===== config.mk =====
export PLATFORM = sky130hd
export DESIGN_NAME = imem_load_ctrl
export DESIGN_NICKNAME = d
export VERILOG_FILES = /design/src/rtl/imem_load_ctrl.sv
export SDC_FILE = /design/constraint.sdc
export NUM_CORES = 1
export LEC_CHECK = 0
export ABC_AREA = 1
export CORE_MARGIN = 2
export CORE_UTILIZATION = 46
export DETAILED_ROUTE_END_ITERATION = 10
export PLACE_DENSITY = 0.8
export REMOVE_ABC_BUFFERS = 1
export SLEW_MARGIN = 20
export SYNTH_ARGS = -nofsm -noshare
export SYNTH_HDL_FRONTEND = slang
export SYNTH_SLANG_ARGS = --single-unit

===== constraint.sdc =====
create_clock -name clk -period 2.1 [get_ports clk]
set_input_delay 0.42 -clock clk [delete_from_list [all_inputs] [get_ports clk]]
set_output_delay 0.42 -clock clk [all_outputs]
set_load 0.01 [all_outputs]

===== src/rtl/imem_load_ctrl.sv =====
// -----------------------------------------------------------------------------
// imem_load_ctrl
//
// Purpose:
//   Boot-time loader and port owner for the instruction memory. Assembles a
//   byte stream into 32-bit little-endian words and writes them into imem
//   starting at BASE_ADDR. The core is held in stall during the load. When
//   idle, the core fetch address passes straight through to imem.
//
// Optional feature (macro IMEM_LOAD_CHECKSUM_EN):
//   A 32-bit running sum of all written words is kept. One extra 4-byte
//   trailer word follows the last data word. It is never written to memory.
//   done pulses when the trailer equals the sum; otherwise err pulses instead.
//
// Ports:
//   clk        in   rising-edge clock
//   rstN       in   asynchronous active-low reset
//   loadStart  in   load request, sampled only in IDLE
//   loadLen    in   words to load, sampled with loadStart (1..MAX_WORDS legal)
//   byteValid  in   byte stream valid
//   byteData   in   byte stream data
//   byteReady  out  byte stream ready (registered)
//   pcA        in   fetch address from the core
//   memA       out  imem address (pcA in IDLE, else current word address)
//   memWD      out  imem write data (registered)
//   memWE      out  imem write enable (registered, high only in WRITE)
//   cpuStall   out  hold PC/regfile while high (registered)
//   busy       out  high in every state except IDLE (registered)
//   done       out  one-cycle pulse when a load completes (registered)
//   err        out  one-cycle pulse on a rejected request or bad checksum
// -----------------------------------------------------------------------------
module imem_load_ctrl #(
  parameter logic [31:0] BASE_ADDR = 32'h0000_0000,
  parameter int unsigned MAX_WORDS = 64
) (
  input  logic                           clk,
  input  logic                           rstN,
  input  logic                           loadStart,
  input  logic [$clog2(MAX_WORDS+1)-1:0] loadLen,
  input  logic                           byteValid,
  input  logic [7:0]                     byteData,
  output logic                           byteReady,
  input  logic [31:0]                    pcA,
  output logic [31:0]                    memA,
  output logic [31:0]                    memWD,
  output logic                           memWE,
  output logic                           cpuStall,
  output logic                           busy,
  output logic                           done,
  output logic                           err
);

  localparam int unsigned      LEN_W    = $clog2(MAX_WORDS + 1);
  localparam logic [LEN_W-1:0] MAX_LEN  = LEN_W'(MAX_WORDS);
  localparam logic [LEN_W-1:0] LEN_ONE  = LEN_W'(1);
  localparam logic [LEN_W-1:0] LEN_ZERO = LEN_W'(0);

  typedef enum logic [1:0] {
    ST_IDLE  = 2'd0,
    ST_LOAD  = 2'd1,
    ST_WRITE = 2'd2,
    ST_DONE  = 2'd3
  } state_t;

  state_t           state_q, state_d;
  logic [1:0]       byte_cnt_q, byte_cnt_d;
  logic [LEN_W-1:0] word_cnt_q, word_cnt_d;
  logic [LEN_W-1:0] len_q, len_d;
  logic [31:0]      asm_q, asm_d;
  logic [31:0]      mem_wd_q, mem_wd_d;
  logic             mem_we_q, mem_we_d;
  logic             byte_ready_q, byte_ready_d;
  logic             busy_q, busy_d;
  logic             stall_q, stall_d;
  logic             done_q, done_d;
  logic             err_q, err_d;

  logic             len_ok_s;
  logic             start_ok_s;
  logic             byte_xfer_s;
  logic             word_done_s;
  logic             last_word_s;
  logic [31:0]      word_s;
  logic [31:0]      word_off_s;
  logic [31:0]      word_addr_s;
  logic             trailer_s;
  logic             cks_bad_s;

  assign len_ok_s    = (loadLen != LEN_ZERO) && (loadLen <= MAX_LEN);
  assign start_ok_s  = (state_q == ST_IDLE) && loadStart && len_ok_s;
  // byteReady is only ever high in LOAD, so this also qualifies the state.
  assign byte_xfer_s = byteValid & byte_ready_q;
  assign word_done_s = byte_xfer_s && (byte_cnt_q == 2'd3);
  assign last_word_s = (word_cnt_q == (len_q - LEN_ONE));
  // Complete word including the byte arriving in this cycle (lane 3).
  assign word_s      = {byteData, asm_q[23:0]};

  // 32-bit address arithmetic, wraps modulo 2^32.
  assign word_off_s  = 32'(word_cnt_q);
  assign word_addr_s = BASE_ADDR + {word_off_s[29:0], 2'b00};

`ifdef IMEM_LOAD_CHECKSUM_EN
  localparam logic HAS_TRAILER = 1'b1;

  logic        trailer_q, trailer_d;
  logic [31:0] sum_q, sum_d;

  assign trailer_s = trailer_q;
  assign cks_bad_s = trailer_q & word_done_s & (word_s != sum_q);

  // Running sum of written words and trailer-phase flag.
  always_comb begin
    sum_d     = sum_q;
    trailer_d = trailer_q;
    case (state_q)
      ST_IDLE: begin
        sum_d     = 32'h0000_0000;
        trailer_d = 1'b0;
      end
      ST_WRITE: begin
        sum_d = sum_q + mem_wd_q;
        if (last_word_s) begin
          trailer_d = 1'b1;
        end else begin
          trailer_d = trailer_q;
        end
      end
      ST_DONE: begin
        trailer_d = 1'b0;
      end
      default: begin
        sum_d     = sum_q;
        trailer_d = trailer_q;
      end
    endcase
  end

  // Checksum state registers.
  always_ff @(posedge clk or negedge rstN) begin
    if (!rstN) begin
      sum_q     <= 32'h0000_0000;
      trailer_q <= 1'b0;
    end else begin
      sum_q     <= sum_d;
      trailer_q <= trailer_d;
    end
  end
`else
  localparam logic HAS_TRAILER = 1'b0;

  assign trailer_s = 1'b0;
  assign cks_bad_s = 1'b0;
`endif

  // State and datapath registers.
  always_ff @(posedge clk or negedge rstN) begin
    if (!rstN) begin
      state_q      <= ST_IDLE;
      byte_cnt_q   <= 2'd0;
      word_cnt_q   <= LEN_ZERO;
      len_q        <= LEN_ZERO;
      asm_q        <= 32'h0000_0000;
      mem_wd_q     <= 32'h0000_0000;
      mem_we_q     <= 1'b0;
      byte_ready_q <= 1'b0;
      busy_q       <= 1'b0;
      stall_q      <= 1'b0;
      done_q       <= 1'b0;
      err_q        <= 1'b0;
    end else begin
      state_q      <= state_d;
      byte_cnt_q   <= byte_cnt_d;
      word_cnt_q   <= word_cnt_d;
      len_q        <= len_d;
      asm_q        <= asm_d;
      mem_wd_q     <= mem_wd_d;
      mem_we_q     <= mem_we_d;
      byte_ready_q <= byte_ready_d;
      busy_q       <= busy_d;
      stall_q      <= stall_d;
      done_q       <= done_d;
      err_q        <= err_d;
    end
  end

  // Next-state logic.
  always_comb begin
    state_d = state_q;
    case (state_q)
      ST_IDLE: begin
        if (start_ok_s) begin
          state_d = ST_LOAD;
        end else begin
          state_d = ST_IDLE;
        end
      end
      ST_LOAD: begin
        if (word_done_s) begin
          // The trailer word is checked, never written.
          state_d = trailer_s ? ST_DONE : ST_WRITE;
        end else begin
          state_d = ST_LOAD;
        end
      end
      ST_WRITE: begin
        if (last_word_s) begin
          state_d = HAS_TRAILER ? ST_LOAD : ST_DONE;
        end else begin
          state_d = ST_LOAD;
        end
      end
      ST_DONE: begin
        state_d = ST_IDLE;
      end
      default: begin
        state_d = ST_IDLE;
      end
    endcase
  end

  // Output and datapath next values; outputs are decoded from the next state
  // so they are valid in the same cycle as the state they describe.
  always_comb begin
    byte_cnt_d   = byte_cnt_q;
    word_cnt_d   = word_cnt_q;
    len_d        = len_q;
    asm_d        = asm_q;
    mem_wd_d     = mem_wd_q;
    mem_we_d     = (state_d == ST_WRITE);
    byte_ready_d = (state_d == ST_LOAD);
    busy_d       = (state_d != ST_IDLE);
    stall_d      = (state_d != ST_IDLE);
    done_d       = (state_d == ST_DONE) & ~cks_bad_s;
    err_d        = ((state_q == ST_IDLE) & loadStart & ~len_ok_s)
                 | ((state_d == ST_DONE) & cks_bad_s);
    case (state_q)
      ST_IDLE: begin
        if (start_ok_s) begin
          len_d      = loadLen;
          word_cnt_d = LEN_ZERO;
          byte_cnt_d = 2'd0;
        end else begin
          len_d = len_q;
        end
      end
      ST_LOAD: begin
        if (byte_xfer_s) begin
          asm_d[{byte_cnt_q, 3'b000} +: 8] = byteData;
          // Wraps 3 -> 0 on the fourth byte.
          byte_cnt_d = byte_cnt_q + 2'd1;
          if ((byte_cnt_q == 2'd3) && !trailer_s) begin
            mem_wd_d = word_s;
          end else begin
            mem_wd_d = mem_wd_q;
          end
        end else begin
          byte_cnt_d = byte_cnt_q;
        end
      end
      ST_WRITE: begin
        word_cnt_d = word_cnt_q + LEN_ONE;
      end
      ST_DONE: begin
        byte_cnt_d = 2'd0;
      end
      default: begin
        byte_cnt_d = byte_cnt_q;
      end
    endcase
  end

  assign memA      = (state_q == ST_IDLE) ? pcA : word_addr_s;
  assign memWD     = mem_wd_q;
  assign memWE     = mem_we_q;
  assign byteReady = byte_ready_q;
  assign cpuStall  = stall_q;
  assign busy      = busy_q;
  assign done      = done_q;
  assign err       = err_q;

endmodule


# Word level (Yosys, flattened, before mapping)
# Index checks and enable logic that the tools add are counted.
# classes
bitwise_logic	4
div_mod_pow	0
n_reduce_logical	14
shifts	2
n_eq_ne	10
addsub	4
n_mux	11
magnitude_cmp	1
mul	0
# ops
op	n
$bwmux W32	1
$mux W32	1
$shift A8 B7 Y32 const A	1
$shiftx A8 B7 Y32	1
$pmux W7 S2	1
$eq A2 B2 Y1 const B	5
$mux W2	4
$pmux W2 S4	1
$add A7 B1 Y7 const B	1
$eq A7 B7 Y1	1
$le A7 B7 Y1 const B	1
$mux W7	1
$neg A5 Y7	1
$reduce_bool A7 Y1	1
$sub A7 B1 Y7 const B	1
$pmux W2 S3	1
$reduce_and A2 Y1	3
$reduce_and A3 Y1	2
$eq A2 B1 Y1 const B	2
$logic_and A1 B1 Y1	4
$ne A2 B2 Y1 const B	2
$reduce_bool A2 Y1	2
$and A1 B1 Y1	3
$reduce_bool A3 Y1	1
other kinds (4)	4
# word_totals
output_inout_bits	70
input_bits	51
word_cells	57
latch_bits	0
n_memories	0
register_bits	87
mem_bits_ro	0
ram_bits	0

# Depth between registers and ports, before layout
# Gate-level depths: netlist of the first run.
# logic_depth
word_depth	6
ltp_mapped	12
mapped_depth_nobuf	12

# Worst setup path before layout of the first run
# OpenSTA, ideal clock, no wires.
# synth_path
path_kind	reg-to-reg
from	reg byte_cnt_q[0]
to	reg asm_q[0]
period_less_slack_ns	1.732
t_required_ns	2.017
n_path_buf	0
arrival_time_ns	1.649
path_stages_with_launch	6
slack_ns	0.368
setup_ns	0.083
cell_sequence	dfrtp_1 inv_1 ha_1 nor3_1 nand3_1 o21ai_0
# synth_between
elab_chain_len	3
elab_cells_between_ends	4
cone_classes	add/sub: 1; shift: 2; mux: 1
# synth_lines
element	line	rtl
start, declared	66	logic [1:0] byte_cnt_q, byte_cnt_d;
start signal, assigned	172	byte_cnt_q <= byte_cnt_d;
$neg A5 Y7 *	248	asm_d[{byte_cnt_q, 3'b000} +: 8] = byteData;
$shiftx A8 B7 Y32 / $shift A8 B7 Y32 (equally long branches)	248	
$bwmux W32 *	248	
end signal, assigned	175	asm_q <= asm_d;
end, declared	69	logic [31:0] asm_q, asm_d;
# Mark *: on every way between the ends. The rest lies on a longest branch, timed or not.
# A chain may end at the register's enable or synchronous reset.

# Final worst setup path of the first run
# layout_path
from	reg state_q[0]
to	out memA[17]
# layout_between
elab_chain_len	2
# layout_lines
element	line	rtl
start, declared	65	state_t state_q, state_d;
start signal, assigned	171	state_q <= state_d;
$logic_not A2 Y1	272	assign memA = (state_q == ST_IDLE) ? pcA : word_addr_s;
$mux W32	272	
end, declared	44	output logic [31:0] memA,
# Every way passes these cells.

==> results of run 1 <==
## metrics by stage
| stage | hold WS (ps) | total power [mW] |
|---|---|---|
| 6_report | 7.437 | 6.552 |
| 5_1_grt | 34.08 | 7.051 |
| 4_1_cts | 6.734 | 6.623 |
| 3_5_place_dp | 399.6 | 5.264 |
| 3_3_place_gp | 393.3 | 5.177 |
| 2_1_floorplan | 124.4 | 3.847 |
## critical path, cell delays in order, from the launching register on
cell and delay [ps]:
dfrtp_1 390, inv_2 110, nand2_4 80, bufbuf_16 280
nor2_1 80, dlygate4sd2_1 270
## sequential cells by signal, indices dropped and copies added (netlist names)
signal and count:
err 1, cpuStall 1, done 1, state_q 2
memWD 32, byteReady 1, byte_cnt_q 2, asm_q 24
word_cnt_q 7, len_q 7, memWE 1
## cell usage in the layout, fill, tap and decap left out, types with 11 or more instances in the layout
cell / instances
buf_4: 11
clkdlybuf4s50_1: 87
dfrtp_1: 79
dlygate4sd2_1: 26
inv_1: 78
nand2_1: 103
nand3_1: 18
nand4_1: 16
nor2_1: 46
o21ai_0: 53
o21ai_1: 11
## how the worst min path moves through the flow
stage,from,to,cells past startpoint
global placement,rstN,memWD[13],1
detailed placement,rstN,memWD[13],1
floorplan,rstN,asm_q[0],0
finish,rstN,memWD[13],1
global route,rstN,memWD[13],1
CTS,rstN,memWD[19],1
## power by group
group	internal, mW	total [mW]	switching (mW)
Clock	0.673	1.24	0.570
Combinational	1.34	2.90	1.56
Sequential	2.09	2.41	0.317
## layer usage
layer  part of all wire (%)  wire (um)  vias to the layer above
li1                       -          -                     1703
met2                     47       4486                      122
met1                     43       4063                     1599
met3                    8.5        811                       19
met5                      0          0                        -
met4                    2.0        189                        0
## what timing repair did
item	in CTS	in global routing
cloned	2	0
endpoints found under the setup margin	32	6
resized for setup	48	6
endpoints found under the hold margin	0	0
pin swaps	1	0
buffers inserted	5	1
## kinds of logic after synthesis
| family | count (synthesis) |
|---|---|
| AOI/OAI and AO/OA | 78 |
| DFF | 79 |
| and+or+nand+nor | 199 |
| xor gates and xnor gates | 3 |
| adders and majority gates | 7 |
| buffers and inverters | 98 |
## final cells by class
type                       count  area share, %
timing repair inverter         1         0.1406
clock buffer                   9          2.320
timing repair buffer         134          24.26
tap                          105          2.461
sequential                    79          37.03
clock inverter                 6          1.758
inverter                      83          5.906
multi-input combinational    287          26.13
==> impl_metrics.yaml, run 1 <==
clock_tree:
  clk_path_buf_depth: 2
  htreeDepth: 3
  clkSlewWorstSetupHoldPaths_ps: 80
  cts_made_buffers: 9
  clk_latency_ps: 350
  cts_root_buffer: "clkbuf_8"
  cts_tree: "yes"
  hold_buffers: 0
  cts.sinks: 79
pwr:
  vdd_ir_drop_max_uv: 625.0
  powerDensity_nw_per_um2: 1227
  p_leak_nw: 2.661
global_route:
  top_usage_layer: "met2"
  grt_util_met2_pct: 36.01
  grt_antenna_before_repair: 0
  grt_use_met1_pct: 27.60
  track_usage_pct: 21.90
  grt_max_degree: 46
  grt_pass1_vias: 3378
  overflow: 0
  grt_util_met3_pct: 5.906
  grt_pass1_wl_um: 15390
final_layout:
  final_util_pct: 65.97
  instances_no_fill: 704
  antenna_cells: 0
  fin_area_um2: 5339
  area_growth_pct: 41.67
  nFillCells: 711
  seqCellArea_um2: 1977
  drive_gt1_share_pct: 8.848
  multi_input_area_um2: 1395
  nets: 653
place:
  dp_cells: 681
  io_buffers: 120
  placed_cell_area_um2: 5074
  hpwl_um: 6705
  gp_congestion: 0.8000
  dp_slack_ps: 31.25
timing:
  clock_skew_ps: 7.793
  relSlewSlack_pct: 69.77
  rsz0062_at_grt: "no"
  finalCriticalPeriod_ps: 1979
  drv_slew: 0
  tightest_slew_ps: 453.5
  timing.fmax_ghz: 0.5052
  timing.final.crit_share_pct: 94.26
  finalSetupViolCount: 0
  fin_ws_ps: 120.6
  hold_viol_final: 0
  finalSetupTns_ps: 0
die:
  die_area_um2: 8933
  start_util_pct: 46.57
  core_um2: 8093
  ioPinCount: 121
  die_y_um: 94.52
  die_w_um: 94.52
  rows: 33
setup_path:
  r2r_end: "asm_q[16]"
  rrSetupSlack_ps: 350
  end_kind: "output port"
  setup.worst_path.end: "memA[17]"
  r2r_start: "byte_cnt_q[0]"
  path_max_fanout: 13
  path_class: "reg2out"
  critPathArrivalTime_ps: 1560
  crit_path_start: "state_q[0]"
  setup.worst_path.start_class: "flop"
  reg2reg_depth: 7
  required_ps: 1680
detailed_routing:
  final_antenna_net_count: 0
  drtPass1Iterations: 4
  wl_per_cell_um: 13.57
  vias: 3443
  drt_iter0_drc: 125
  drc: 0
  drt_wl_total_um: 9551
  vias_per_cell: 4.891
logic_synthesis:
  synth.avg_cell_area_um2: 8.122
  post-synth-top-count-cell: "nand2_1"
  async_reset_ff_share_pct: 100.0
  synth_warnings: 0
  synth_xor_area_share_pct: 0.6972
  yosysTopAreaCellShare_pct: 52.46
  seq_area_frac_synth_pct: 52.46
  synthTopCellsByArea: "dfrtp_1 (52%), nand2_1 (10%), inv_1 (8.0%), o21ai_0 (7.2%), nor2_1 (4.6%)"
  ys.flop_type: "dfrtp_1"
  yosys.area_share.adder_pct: 2.324
  synth_edf_count: 0
  synth_top_family_by_area: "simple AND/OR/NAND/NOR gates"
  ys_top_cells_by_count: "nand2_1 (103), inv_1 (80), dfrtp_1 (79), o21ai_0 (54), nor2_1 (46)"
  synth_mux_area_share_pct: 0
  synth_cell_types: 27
  synth-simple-area-share_pct: 23.24
  synth_top_cell_by_area: "dfrtp_1"
  synth_cells: 464
  ys_ff_latch: 79
  synth_compound_area_share_pct: 10.62
  synth_area_um2: 3769
outcome:
  status: "finished clean"
run:
  maxCapViolCount: 0
min_path:
  hold_path_class: "in2async"
(Power assumes the default switching activity.)
==> inputs of run 2 (changes only) <==
--- a/constraint.sdc
+++ b/constraint.sdc
@@ -3,2 +3,2 @@
 set_output_delay 0.42 -clock clk [all_outputs]
-set_load 0.01 [all_outputs]
+set_load 0.005 [all_outputs]
==> impl_metrics.yaml, run 2 (synthesized netlist as in run 1, its figures left out) <==
place:
  dp_cells: 681
  hpwl_um: 6977
  io_buffers: 120
  gp_congestion: 0.8474
  dp_slack_ps: 56.46
  placed_cell_area_um2: 5074
final_layout:
  largest_reg_flops: 32
  drive_gt1_share_pct: 9.720
  final_cell_mix: "nand2_1 (103), clkdlybuf4s50_1 (87), dfrtp_1 (79), inv_1 (78), o21ai_0 (48)"
  area_growth_pct: 42.30
  nets: 660
  instances_no_fill: 712
  fin_area_um2: 5363
  antenna_cells: 0
  layout_commonest_cell: "nand2_1"
pwr:
  p_leak_nw: 2.702
  powerDensity_nw_per_um2: 1166
  vdd_ir_drop_max_uv: 587.5
setup_path:
  rrSetupSlack_ps: 270
  crit_path_start: "state_q[0]"
  path_max_fanout: 3
  setup.worst_path.end: "memA[4]"
  critPathArrivalTime_ps: 1620
  end_kind: "output port"
  path_class: "reg2out"
  setup.worst_path.start_class: "flop"
  r2r_start: "byte_cnt_q[0]"
  required_ps: 1680
  r2r_end: "asm_q[9]"
  reg2reg_depth: 7
clock_tree:
  hold_buffers: 0
  clk_path_buf_depth: 2
  clk_latency_ps: 350
  cts.sinks: 79
  clkSlewWorstSetupHoldPaths_ps: 90
  cts_root_buffer: "clkbuf_8"
  htreeDepth: 3
  cts_tree: "yes"
  cts_made_buffers: 9
global_route:
  grt_antenna_before_repair: 0
  grt_max_degree: 46
  grt_pass1_vias: 3359
  track_usage_pct: 21.66
  grt_use_met1_pct: 27.70
  overflow: 0
  grt_pass1_wl_um: 15210
  top_usage_layer: "met2"
  grt_util_met3_pct: 6.544
  grt_util_met2_pct: 36.13
timing:
  drv_slew: 0
  finalCriticalPeriod_ps: 2039
  tightest_slew_ps: 458.6
  timing.fmax_ghz: 0.4905
  timing.final.crit_share_pct: 97.08
  clock_skew_ps: 10.90
  fin_ws_ps: 61.34
  hold_viol_final: 0
  relSlewSlack_pct: 69.42
  finalSetupViolCount: 0
outcome:
  status: "finished clean"
die:
  die_area_um2: 8933
  core_um2: 8093
  rows: 33
  die_y_um: 94.52
  start_util_pct: 46.57
  die_w_um: 94.52
  ioPinCount: 121
detailed_routing:
  drt_wl_total_um: 9518
  vias: 3514
  drc: 0
  drt_iter0_drc: 152
  vias_per_cell: 4.935
  final_antenna_net_count: 0
  wl_per_cell_um: 13.37
  drtPass1Iterations: 5
run:
  maxCapViolCount: 0
min_path:
  hold_path_class: "in2async"
run 2: changes by cell type in the layout (fill, tap and decap cells not counted), sizes merged:
| cell | change |
|---|---|
| buf | +7 |
| bufbuf | -1 |
| bufinv | -2 |
| clkbuf | -2 |
| clkinv | +1 |
| dlygate4sd2 | +2 |
| dlymetal6s2s | +2 |
| inv | +1 |
run 2: layout make-up:
| type | count | area, um2 |
|---|---|---|
| fill | 706 | 2730 |
| sequential | 79 | 1977 |
| multi-input combinational | 287 | 1401 |
| timing repair buffer | 141 | 1341 |
| inverter | 83 | 315.3 |
| clock buffer | 10 | 137.6 |
| tap | 105 | 131.4 |
| clock inverter | 6 | 51.30 |
| timing repair inverter | 1 | 7.507 |
run 2: repair_timing:
| action | in CTS | in global routing |
|---|---|---|
| endpoints found under the setup margin | 32 | 4 |
| gates cloned | 1 | 0 |
| pin swaps | 0 | 1 |
| setup buffers | 5 | 9 |
| resized for setup | 41 | 9 |
run 2: worst max-delay path: stages, from the launching register on:
cell and delay [ps]:
dfrtp_1 370, inv_2 60, nand2_4 100, clkinvlp_4 120, buf_4 150, buf_4 130
buf_4 120, o21ai_1 110, clkbuf_2 130
run 2: power breakdown:
part	leakage, nW	internal (mW)	switching [mW]	total, mW
sequential	1.03	2.09	0.331	2.43
clock	0.0939	0.478	0.591	1.07
combinational	1.57	1.35	1.41	2.76
run 2: through the flow:
stage          utilization [%]  setup TNS, ps  hold slack [ps]  power, mW
6_report                 66.26              0            12.62      6.253
5_1_grt                  66.26         -22.88            34.77      6.746
3_3_place_gp             62.69              0            393.9      5.010
4_1_cts                  65.43         -259.1            19.93      6.208
3_5_place_dp             62.69              0            403.4      5.120
2_1_floorplan                -              0            124.4      3.683
run 2: routing by layer:
layer	vias up	part of all wire [%]
met4	0	0.83
met2	126	48
met5	-	0
met3	8	9.9
met1	1652	41
li1	1728	-
run 2: how the worst min path moves through the flow:
stage               startpoint         to  depth (start not counted)
floorplan                 rstN   asm_q[0]                          0
global placement          rstN  memWD[13]                          1
detailed placement        rstN  memWD[13]                          1
CTS                       rstN  memWD[13]                          1
global route              rstN  memWD[13]                          1
finish                    rstN  memWD[13]                          1
